File: src/rtl/processor_config.sv
// processor_config: shared command width, opcode encoding and frame-terminator decode
package processor_config;
    localparam int INP_WIDTH = 16;
    typedef logic [2:0] opcode_t;
    localparam opcode_t OP_RUN = 3'b001;
    localparam opcode_t OP_AS  = 3'b010;
    localparam opcode_t OP_CLR = 3'b011;
    typedef enum logic {ST_IDLE, ST_LOCKED} arb_state_t;
    function automatic logic is_terminator(input logic [INP_WIDTH-1:0] cmd);
        opcode_t op;
        op = cmd[INP_WIDTH-1 -: 3];
        return (op == OP_RUN) || (op == OP_CLR);
    endfunction
endpackage

File: src/rtl/axis_cmd_arbiter_rr_arbiter.sv
// rr_arbiter: combinational round-robin one-hot pick of the first request at or above i_ptr
// Ports: i_req request vector, i_ptr priority start index (< N), o_gnt one-hot grant (zero when no request)
module rr_arbiter #(
    parameter int N   = 2,
    localparam int PW = $clog2(N)
) (
    input  logic [N-1:0]  i_req,
    input  logic [PW-1:0] i_ptr,
    output logic [N-1:0]  o_gnt
);
    logic [N-1:0] w_mask, w_hi, w_pick;
    always_comb begin
        w_mask = '0;
        for (int i = 0; i < N; i++) w_mask[i] = i >= int'(i_ptr);
    end
    // Requests at or above the pointer win; otherwise wrap to the lowest request.
    assign w_hi   = i_req & w_mask;
    assign w_pick = |w_hi ? w_hi : i_req;
    assign o_gnt  = w_pick & (~w_pick + N'(1));
endmodule

File: src/rtl/axis_cmd_arbiter.sv
// axis_cmd_arbiter: frame-granular round-robin sharing of one processor command input among NUM_SRC AXIS masters
// Ports: s_axis_* per-source commands (source i at [i*INP_WIDTH +: INP_WIDTH]),
//        m_axis_* registered command stream to the processor,
//        grant one-hot current owner (zero when idle), timeout_err one-cycle pulse on idle revocation.
module axis_cmd_arbiter
    import processor_config::*;
#(
    parameter int NUM_SRC      = 2,
    parameter int IDLE_TIMEOUT = 1024,
    localparam int CW          = $clog2(IDLE_TIMEOUT + 1)
) (
    input  logic                         clk,
    input  logic                         rst,
    input  logic [NUM_SRC*INP_WIDTH-1:0] s_axis_tdata,
    input  logic [NUM_SRC-1:0]           s_axis_tvalid,
    output logic [NUM_SRC-1:0]           s_axis_tready,
    output logic [INP_WIDTH-1:0]         m_axis_tdata,
    output logic                         m_axis_tvalid,
    input  logic                         m_axis_tready,
    output logic [NUM_SRC-1:0]           grant,
    output logic                         timeout_err
);
    localparam int PW = $clog2(NUM_SRC);
    arb_state_t           r_state, w_state_nxt;
    logic [NUM_SRC-1:0]   r_grant, w_sel;
    logic [PW-1:0]        r_ptr, w_gidx, w_ptr_nxt;
    logic [CW-1:0]        r_cnt;
    logic [INP_WIDTH-1:0] r_tdata, w_gdata;
    logic                 r_tvalid, r_terr;
    logic                 w_locked, w_gvalid, w_out_rdy, w_acc, w_tmo, w_release;

    rr_arbiter #(.N(NUM_SRC)) u_rr (
        .i_req (s_axis_tvalid),
        .i_ptr (r_ptr),
        .o_gnt (w_sel)
    );

    always_comb begin
        w_gdata = '0;
        w_gidx  = '0;
        for (int i = 0; i < NUM_SRC; i++) begin
            if (r_grant[i]) begin
                w_gdata = s_axis_tdata[i*INP_WIDTH +: INP_WIDTH];
                w_gidx  = PW'(i);
            end
        end
    end

    assign w_locked  = r_state == ST_LOCKED;
    assign w_gvalid  = |(s_axis_tvalid & r_grant);
    assign w_out_rdy = !r_tvalid || m_axis_tready;
    assign w_acc     = w_locked && w_gvalid && w_out_rdy;
    // Timeout only fires on a cycle the owner is not valid, so it can never meet an acceptance.
    assign w_tmo     = w_locked && !w_gvalid && (r_cnt == CW'(IDLE_TIMEOUT - 1));
    assign w_release = (w_acc && is_terminator(w_gdata)) || w_tmo;
    assign w_ptr_nxt = (w_gidx == PW'(NUM_SRC - 1)) ? '0 : w_gidx + PW'(1);

    always_ff @(posedge clk) begin
        r_state <= rst ? ST_IDLE : w_state_nxt;
    end

    always_comb begin
        w_state_nxt = (r_state == ST_IDLE) ? (|s_axis_tvalid ? ST_LOCKED : ST_IDLE)
                                           : (w_release ? ST_IDLE : ST_LOCKED);
    end

    always_comb begin
        s_axis_tready = (w_locked && w_out_rdy) ? r_grant : '0;
    end

    always_ff @(posedge clk) begin
        if (rst) begin
            r_grant  <= '0;
            r_ptr    <= '0;
            r_cnt    <= '0;
            r_tdata  <= '0;
            r_tvalid <= 1'b0;
            r_terr   <= 1'b0;
        end else begin
            r_grant  <= !w_locked ? w_sel : (w_release ? '0 : r_grant);
            r_ptr    <= w_release ? w_ptr_nxt : r_ptr;
            r_cnt    <= (w_locked && !w_gvalid && !w_tmo) ? r_cnt + CW'(1) : '0;
            r_tdata  <= w_acc ? w_gdata : r_tdata;
            r_tvalid <= w_acc || (r_tvalid && !m_axis_tready);
            r_terr   <= w_tmo;
        end
    end

    assign m_axis_tdata  = r_tdata;
    assign m_axis_tvalid = r_tvalid;
    assign grant         = r_grant;
    assign timeout_err   = r_terr;
endmodule
File: config.mk
export PLATFORM = sky130hd
export DESIGN_NAME = axis_cmd_arbiter
export DESIGN_NICKNAME = d
export VERILOG_FILES = /design/src/rtl/processor_config.sv /design/src/rtl/axis_cmd_arbiter_rr_arbiter.sv /design/src/rtl/axis_cmd_arbiter.sv
export SDC_FILE = /design/constraint.sdc
export NUM_CORES = 1
export LEC_CHECK = 0
export CAP_MARGIN = 0
export CORE_MARGIN = 2
export CORE_UTILIZATION = 39
export DETAILED_ROUTE_END_ITERATION = 8
export PLACE_DENSITY_LB_ADDON = 0.05
export SETUP_SLACK_MARGIN = 0.15
export SYNTH_ARGS = -nofsm -noshare
export SYNTH_HDL_FRONTEND = slang
export SYNTH_HIERARCHICAL = 1
export SYNTH_SLANG_ARGS = --single-unit
File: constraint.sdc
create_clock -name clk -period 1.8 [get_ports clk]
set_clock_uncertainty 0.2 [all_clocks]
set_input_delay 0.45 -clock clk [delete_from_list [all_inputs] [get_ports clk]]
set_output_delay 0.45 -clock clk [all_outputs]
set_load 0.02 [all_outputs]
=== Word level (Yosys, flattened, before mapping) ===
Index checks and enable logic that the tools add are counted.

* Reductions and logical operators: 20
* Shift-type cells: 0
* Muxes and demuxes: 11
* Eq/ne operators: 4
* Bitwise logic cells: 5
* Divide/modulo/power cells: 0
* Add/subtract/negate cells: 3
* Multiply operators: 0
* Magnitude comparators: 1

{| class="wikitable"
|+ Operators with widths
! cell !! count
|-
| $mux 16 || 2
|-
| $add 11x1->11 const B || 1
|-
| $eq 11x10->1 const B || 1
|-
| $logic_and 1x1->1 || 8
|-
| $mux 2 || 4
|-
| $reduce_or 2->1 || 4
|-
| $and 2x2->2 || 3
|-
| $mux 1 || 5
|-
| $logic_not 1->1 || 4
|-
| $logic_or 1x1->1 || 4
|-
| $eq 3x1->1 const B || 1
|-
| $eq 3x2->1 const B || 1
|-
| $add 2x1->2 const B || 1
|-
| $ne 2x1->1 const B || 1
|-
| $not 2->2 || 1
|-
| $add 1x1->1 const B || 1
|-
| $ge 1x1->1 const A || 1
|-
| $not 1->1 || 1
|}

* Bits in writable memories: 0
* Bits of input ports: 37
* Latch bits: 0
* Output and inout port bits: 22
* Logic and storage cells: 51
* Memories kept: 0
* Register bits after elaboration: 33
* Bits in read-only memories: 0

=== Longest topological paths before layout ===
* Depth after elaboration: 9
* Mapped depth: 5

=== Hierarchy ===
Netlist, hierarchy kept.

{| class="wikitable"
|+ Modules (own cells, without submodules)
! module !! instances !! seq. area each (µm²) !! area an instance (µm²) !! cells an instance
|-
| axis_cmd_arbiter || 1 || 660.6 || 1506.4 || 155
|-
| rr_arbiter || 1 || 0.0 || 18.8 || 3
|}

=== Least setup slack after synthesis ===
OpenSTA, ideal clock, no wires.

* Path type: flip-flop to output port
* Start point: register r_grant[1], in the netlist grant[1]
* End point: output port s_axis_tready[1]
* Data arrival time: 1163 ps
* Data required time: 1150 ps
* Stages on the path, launching flop included: 4
* Path buffers: 2
* Setup slack: -13 ps
* Cells stage by stage: dfxtp_1 buf_2 buf_1 and3_1

* Cells in the longest elaborated chain, start to end: 1

{| class="wikitable"
|+ Ends and longest elaborated chain
! element !! RTL line !! RTL
|-
| from (decl) || axis_cmd_arbiter.sv:25 || <nowiki>logic [NUM_SRC-1:0] r_grant, w_sel;</nowiki>
|-
| from (signal assigned) || axis_cmd_arbiter.sv:80 || <nowiki>r_grant <= !w_locked ? w_sel : (w_release ? '0 : r_grant);</nowiki>
|-
| $mux 2 || axis_cmd_arbiter.sv:68 || <nowiki>s_axis_tready = (w_locked && w_out_rdy) ? r_grant : '0;</nowiki>
|-
| to (decl) || axis_cmd_arbiter.sv:16 || <nowiki>output logic [NUM_SRC-1:0] s_axis_tready,</nowiki>
|}

No other way between the ends.

=== Final worst setup path ===
* Start point: register r_state
* End point: register r_ptr

* Cells in the longest elaborated chain, start to end: 4
* Elaborated cells on any way between the ends: 6
* Classes of those cells: reduce/logical: 6

{| class="wikitable"
|+ Ends and longest elaborated chain
! element !! RTL line !! RTL
|-
| from (decl) || axis_cmd_arbiter.sv:24 || <nowiki>arb_state_t r_state, w_state_nxt;</nowiki>
|-
| from (signal assigned) || axis_cmd_arbiter.sv:59 || <nowiki>r_state <= rst ? ST_IDLE : w_state_nxt;</nowiki>
|-
| $logic_and 1x1->1 (2 in a row) || axis_cmd_arbiter.sv:52 || <nowiki>assign w_acc = w_locked && w_gvalid && w_out_rdy;</nowiki>
|-
| $logic_and 1x1->1 || axis_cmd_arbiter.sv:55 || <nowiki>assign w_release = (w_acc && is_terminator(w_gdata)) || w_tmo;</nowiki>
|-
| $logic_or 1x1->1 * || axis_cmd_arbiter.sv:55 ||
|-
| to (signal assigned) || axis_cmd_arbiter.sv:81 || <nowiki>r_ptr <= w_release ? w_ptr_nxt : r_ptr;</nowiki>
|-
| to (decl) || axis_cmd_arbiter.sv:26 || <nowiki>logic [PW-1:0] r_ptr, w_gidx, w_ptr_nxt;</nowiki>
|}

Mark *: on every way between the ends. The rest lies on a longest branch, timed or not.
A chain may end at the register's enable or synchronous reset.

==> results.txt <==
----------------------------------------------------
[STA]
  Maximum achievable frequency ... roughly 0.6 GHz
  Unrepaired setup endpoints after global routing ... yes
  Final Hold Fails ... 0
  Worst Hold Margin ... ~250 ps
  Slew of the pin with the lowest slew margin ... between 200 and 250 ps
  Final period demand of the worst path ... around 1700 ps
  Portion of the clock cycle consumed by the worst path in the final layout ... 0.930
  Final Max Tran Viols ... 0
  Setup-failing EPs final ... 0
  Headroom to the max-slew limit ... 0.838

[Finish]
  Number of antenna diodes ... 0
  Layout filler cell count ... approximately 300
  Final Core Density ... 0.711
  Share of post-route cells with drive strength above 1 ... 0.369
  Final instance area ... between 2000 and 3000 µm²
  Multi-input gate area ... ~860 µm²
  Post-layout net count ... a little under 300
  Register area ... between 600 and 700 µm²
  Area added between synthesis and finish ... 73.2%

[Critical path]
  Top delay family on crit path ... buffers and inverters
  Crit Path Max Fanout ... 4
  Register-to-Register Path Depth ... 6
  Series of cell instances along the critical path ... buf_6 -> clkinvlp_4 -> buf_4 -> nor2_1 -> a32o_2 -> mux2_4
  Worst Setup SP ... r_state
  Slowest stage cell, crit path ... dfxtp_2
  Class of the most critical setup path ... reg -> reg
  Nature of the critical path endpoint ... register
  Peak per-stage delay on the critical path ... between 300 and 400 ps
  Launch instance of the worst register-to-register path ... r_state
  Critical path capture point ... r_ptr
  Destination of the worst register-to-register timing path ... r_ptr
  Total stage count of the critical path ... 6
  Flop2flop setup slack ... 130 ps
  Critical Path AT ... ~1600 ps
  Number of buffers and inverters on the critical path ... 3
  Worst setup SP type ... register
  Data required time at the worst endpoint ... between 1500 and 2000 ps

[Power and ir drop]
  Total power density per cell area ... 691 nW/µm²
  Worst supply voltage drop on vdd ... 507 µV
  Leakage power total ... ~1.1 nW

[Floorplanning]
  Die area ... around 4400 µm²
  Die width ... approximately 67 µm
  Top-level I/O count ... just under 60
  Core Rows ... 22
  Chip height ... roughly 67 µm
  CORE AREA ... around 3700 µm²
  Initial Util ... 0.410

[Yosys]
  Yosys warnings ... 6
  Dominant cells by area after synthesis ... dfxtp_1, a211oi_2, a22oi_1, nor2_1, nand3_1
  Post-Synthesis Cell Area ... about 1500 µm²
  Number of library cell types mapped by synthesis ... 37
  Flip-flop cell with the highest count after synthesis ... dfxtp_1
  Sequential area share after synthesis ... 0.433
  Number of synthesized flops with an enable pin ... 0
  Yosys reg bits ... 33
  Avg Synthesized Cell Area ... roughly 9.7 µm²
  Share of synthesized registers carrying an async set or reset ... 0
  Proportion of netlist area held by the largest area contributor ... 0.433
  Post-synth net total ... roughly 200
  Cell type with the highest aggregate area in the netlist ... dfxtp_1
  Synthesized instance count ... about 160

[GRT]
  First-pass GRT wire length ... ~7100 µm
  Antenna violations before repair ... 0
  Vias in the first global route ... between 1,500 and 2,000
  Total GRT Usage ... 0.214
  Overflow left after global routing ... 0
  Maximum number of pins on one net before global-route repair ... 18

[Placement]
  Port Buffer Count ... between 50 and 60
  Final Wtd Congestion ... 0.767
  Post-Place Cell Area ... between 2000 and 2500 µm²
  Placed wire-length estimate after detailed placement ... around 3100 µm

[Clock network]
  Buffer depth of the longest clock path ... 2
  Clock tree from TritonCTS ... yes
  Number of clock sinks ... 33
  Clock latency at the later pin of the worst-skew pair ... 280 ps
  CTS buffer count ... 5
  # H-tree levels ... 2
  Clock Pin Slew Worst Setup and Hold Paths ... 70 ps
  Number of hold buffers added after cts ... 0
  CTS root buf ... clkbuf_8

[Route]
  DRC violation total after the first TritonRoute iteration ... 41
  Number of remaining DRC errors ... 0
  Post-DR vias/cell ... slightly above 5
  Antenna Nets Post-Route ... 0
  Vias ... around 1,500
  DRT Pass-1 Iters ... 4
  Detailed Route WL ... 4410 µm
  Average detailed-routed wire length per instance ... approximately 15 µm

[Outcome]
  Run status ... completed

[Run]
  Max-cap check violation count ... 0

[Hold path]
  Depth of the worst hold-timing path ... 1
  Path type of the worst min-delay path ... reg -> reg

----------------------------------------------------
## flip-flops by register name (all words and copies together), names as in the netlist
name and flops:
m_axis_tvalid 1, grant 2, m_axis_tdata 16, r_state 1, timeout_err 1, r_cnt 11, r_ptr 1
## Yosys cell counts, drive strengths merged (2+ instances only)
cell type  count
xor2           3
nand2          8
xnor2          4
a21boi         2
a211oi        15
o31ai          2
nor2b          2
and3           3
buf            8
a22oi         16
inv            5
nor2          30
nand3          7
dfxtp         33
nor3           5
## through the flow
| step | power, W | setup slack (ps) | TNS, ps | instances |
|---|---|---|---|---|
| 6_report | 0.00182 | 127 | 0 | 303 |
| 3_5_place_dp | 0.00110 | -627 | -10730 | 279 |
| 4_1_cts | 0.00182 | 150 | 0 | 294 |
| 5_1_grt | 0.00190 | 100 | 0 | 303 |
| 2_1_floorplan | 0.000919 | 131 | 0 | 158 |
| 3_3_place_gp | 0.00109 | -626 | -10150 | 279 |
## layer usage
layer,GRT usage,up-vias,part of all wire
met1,0.233,726,0.40
met3,0.0524,10,0.057
met2,0.396,47,0.52
li1,-,761,-
met5,0,-,0
met4,0.0791,0,0.020
## cell type report
cell class	instances	area share
sequential	33	0.257
tap	48	0.0227
clock inverter	1	0.0114
timing repair buffer	98	0.341
inverter	5	0.00853
multi-input combinational	111	0.327
clock buffer	7	0.0327
## worst min path at each step
stage / from / endpoint / slack (ps)
after CTS: r_cnt[0] / r_cnt[0] / 250
final: r_cnt[0] / r_cnt[0] / 250
after floorplan: r_cnt[0] / r_cnt[0] / 220
after detailed placement: r_cnt[0] / r_cnt[0] / 250
after global routing: r_cnt[0] / r_cnt[0] / 260
after global placement: r_cnt[0] / r_cnt[0] / 230
## cell families after synthesis
| family | Yosys count | synth area share |
|---|---|---|
| multiplexers | 1 | 0.00984 |
| adder cells (fa/ha/maj) | 1 | 0.00820 |
| flip-flops | 33 | 0.433 |
| AND/OR/NAND/NOR | 59 | 0.195 |
| buffers and inverters | 14 | 0.0509 |
| AO/OA/AOI/OAI | 43 | 0.263 |
| XOR/XNOR | 7 | 0.0402 |
## where the power goes
group	leakage, nW	switching, W	internal [W]
clock	0.0585	0.000263	0.000451
sequential	0.273	0.0000183	0.000753
combinational	0.748	0.000150	0.000190
total	1.08	0.000430	0.00139
## cell usage in the layout, fill, tap and decap left out, types with 2 or more instances in the layout
master,instances
dlygate4sd2_1,17
a211oi_2,14
clkbuf_8,6
clkdlybuf4s15_1,5
nor3_1,3
inv_1,4
buf_12,2
and3_4,2
xor2_1,3
a22oi_1,15
dfxtp_4,2
nand3_1,6
xnor2_1,4
nor2_1,30
dfxtp_2,8
buf_6,7
dfxtp_1,23
buf_4,33
nand2_1,7
clkdlybuf4s50_1,30
## what timing repair did
item,in CTS,in global routing
gates cloned,1,0
hold endpoints to repair,0,0
gates resized for setup,61,18
pin swaps,7,8
setup endpoints to repair,52,36
buffers inserted,6,9
Power figures use the tool's default switching activity.
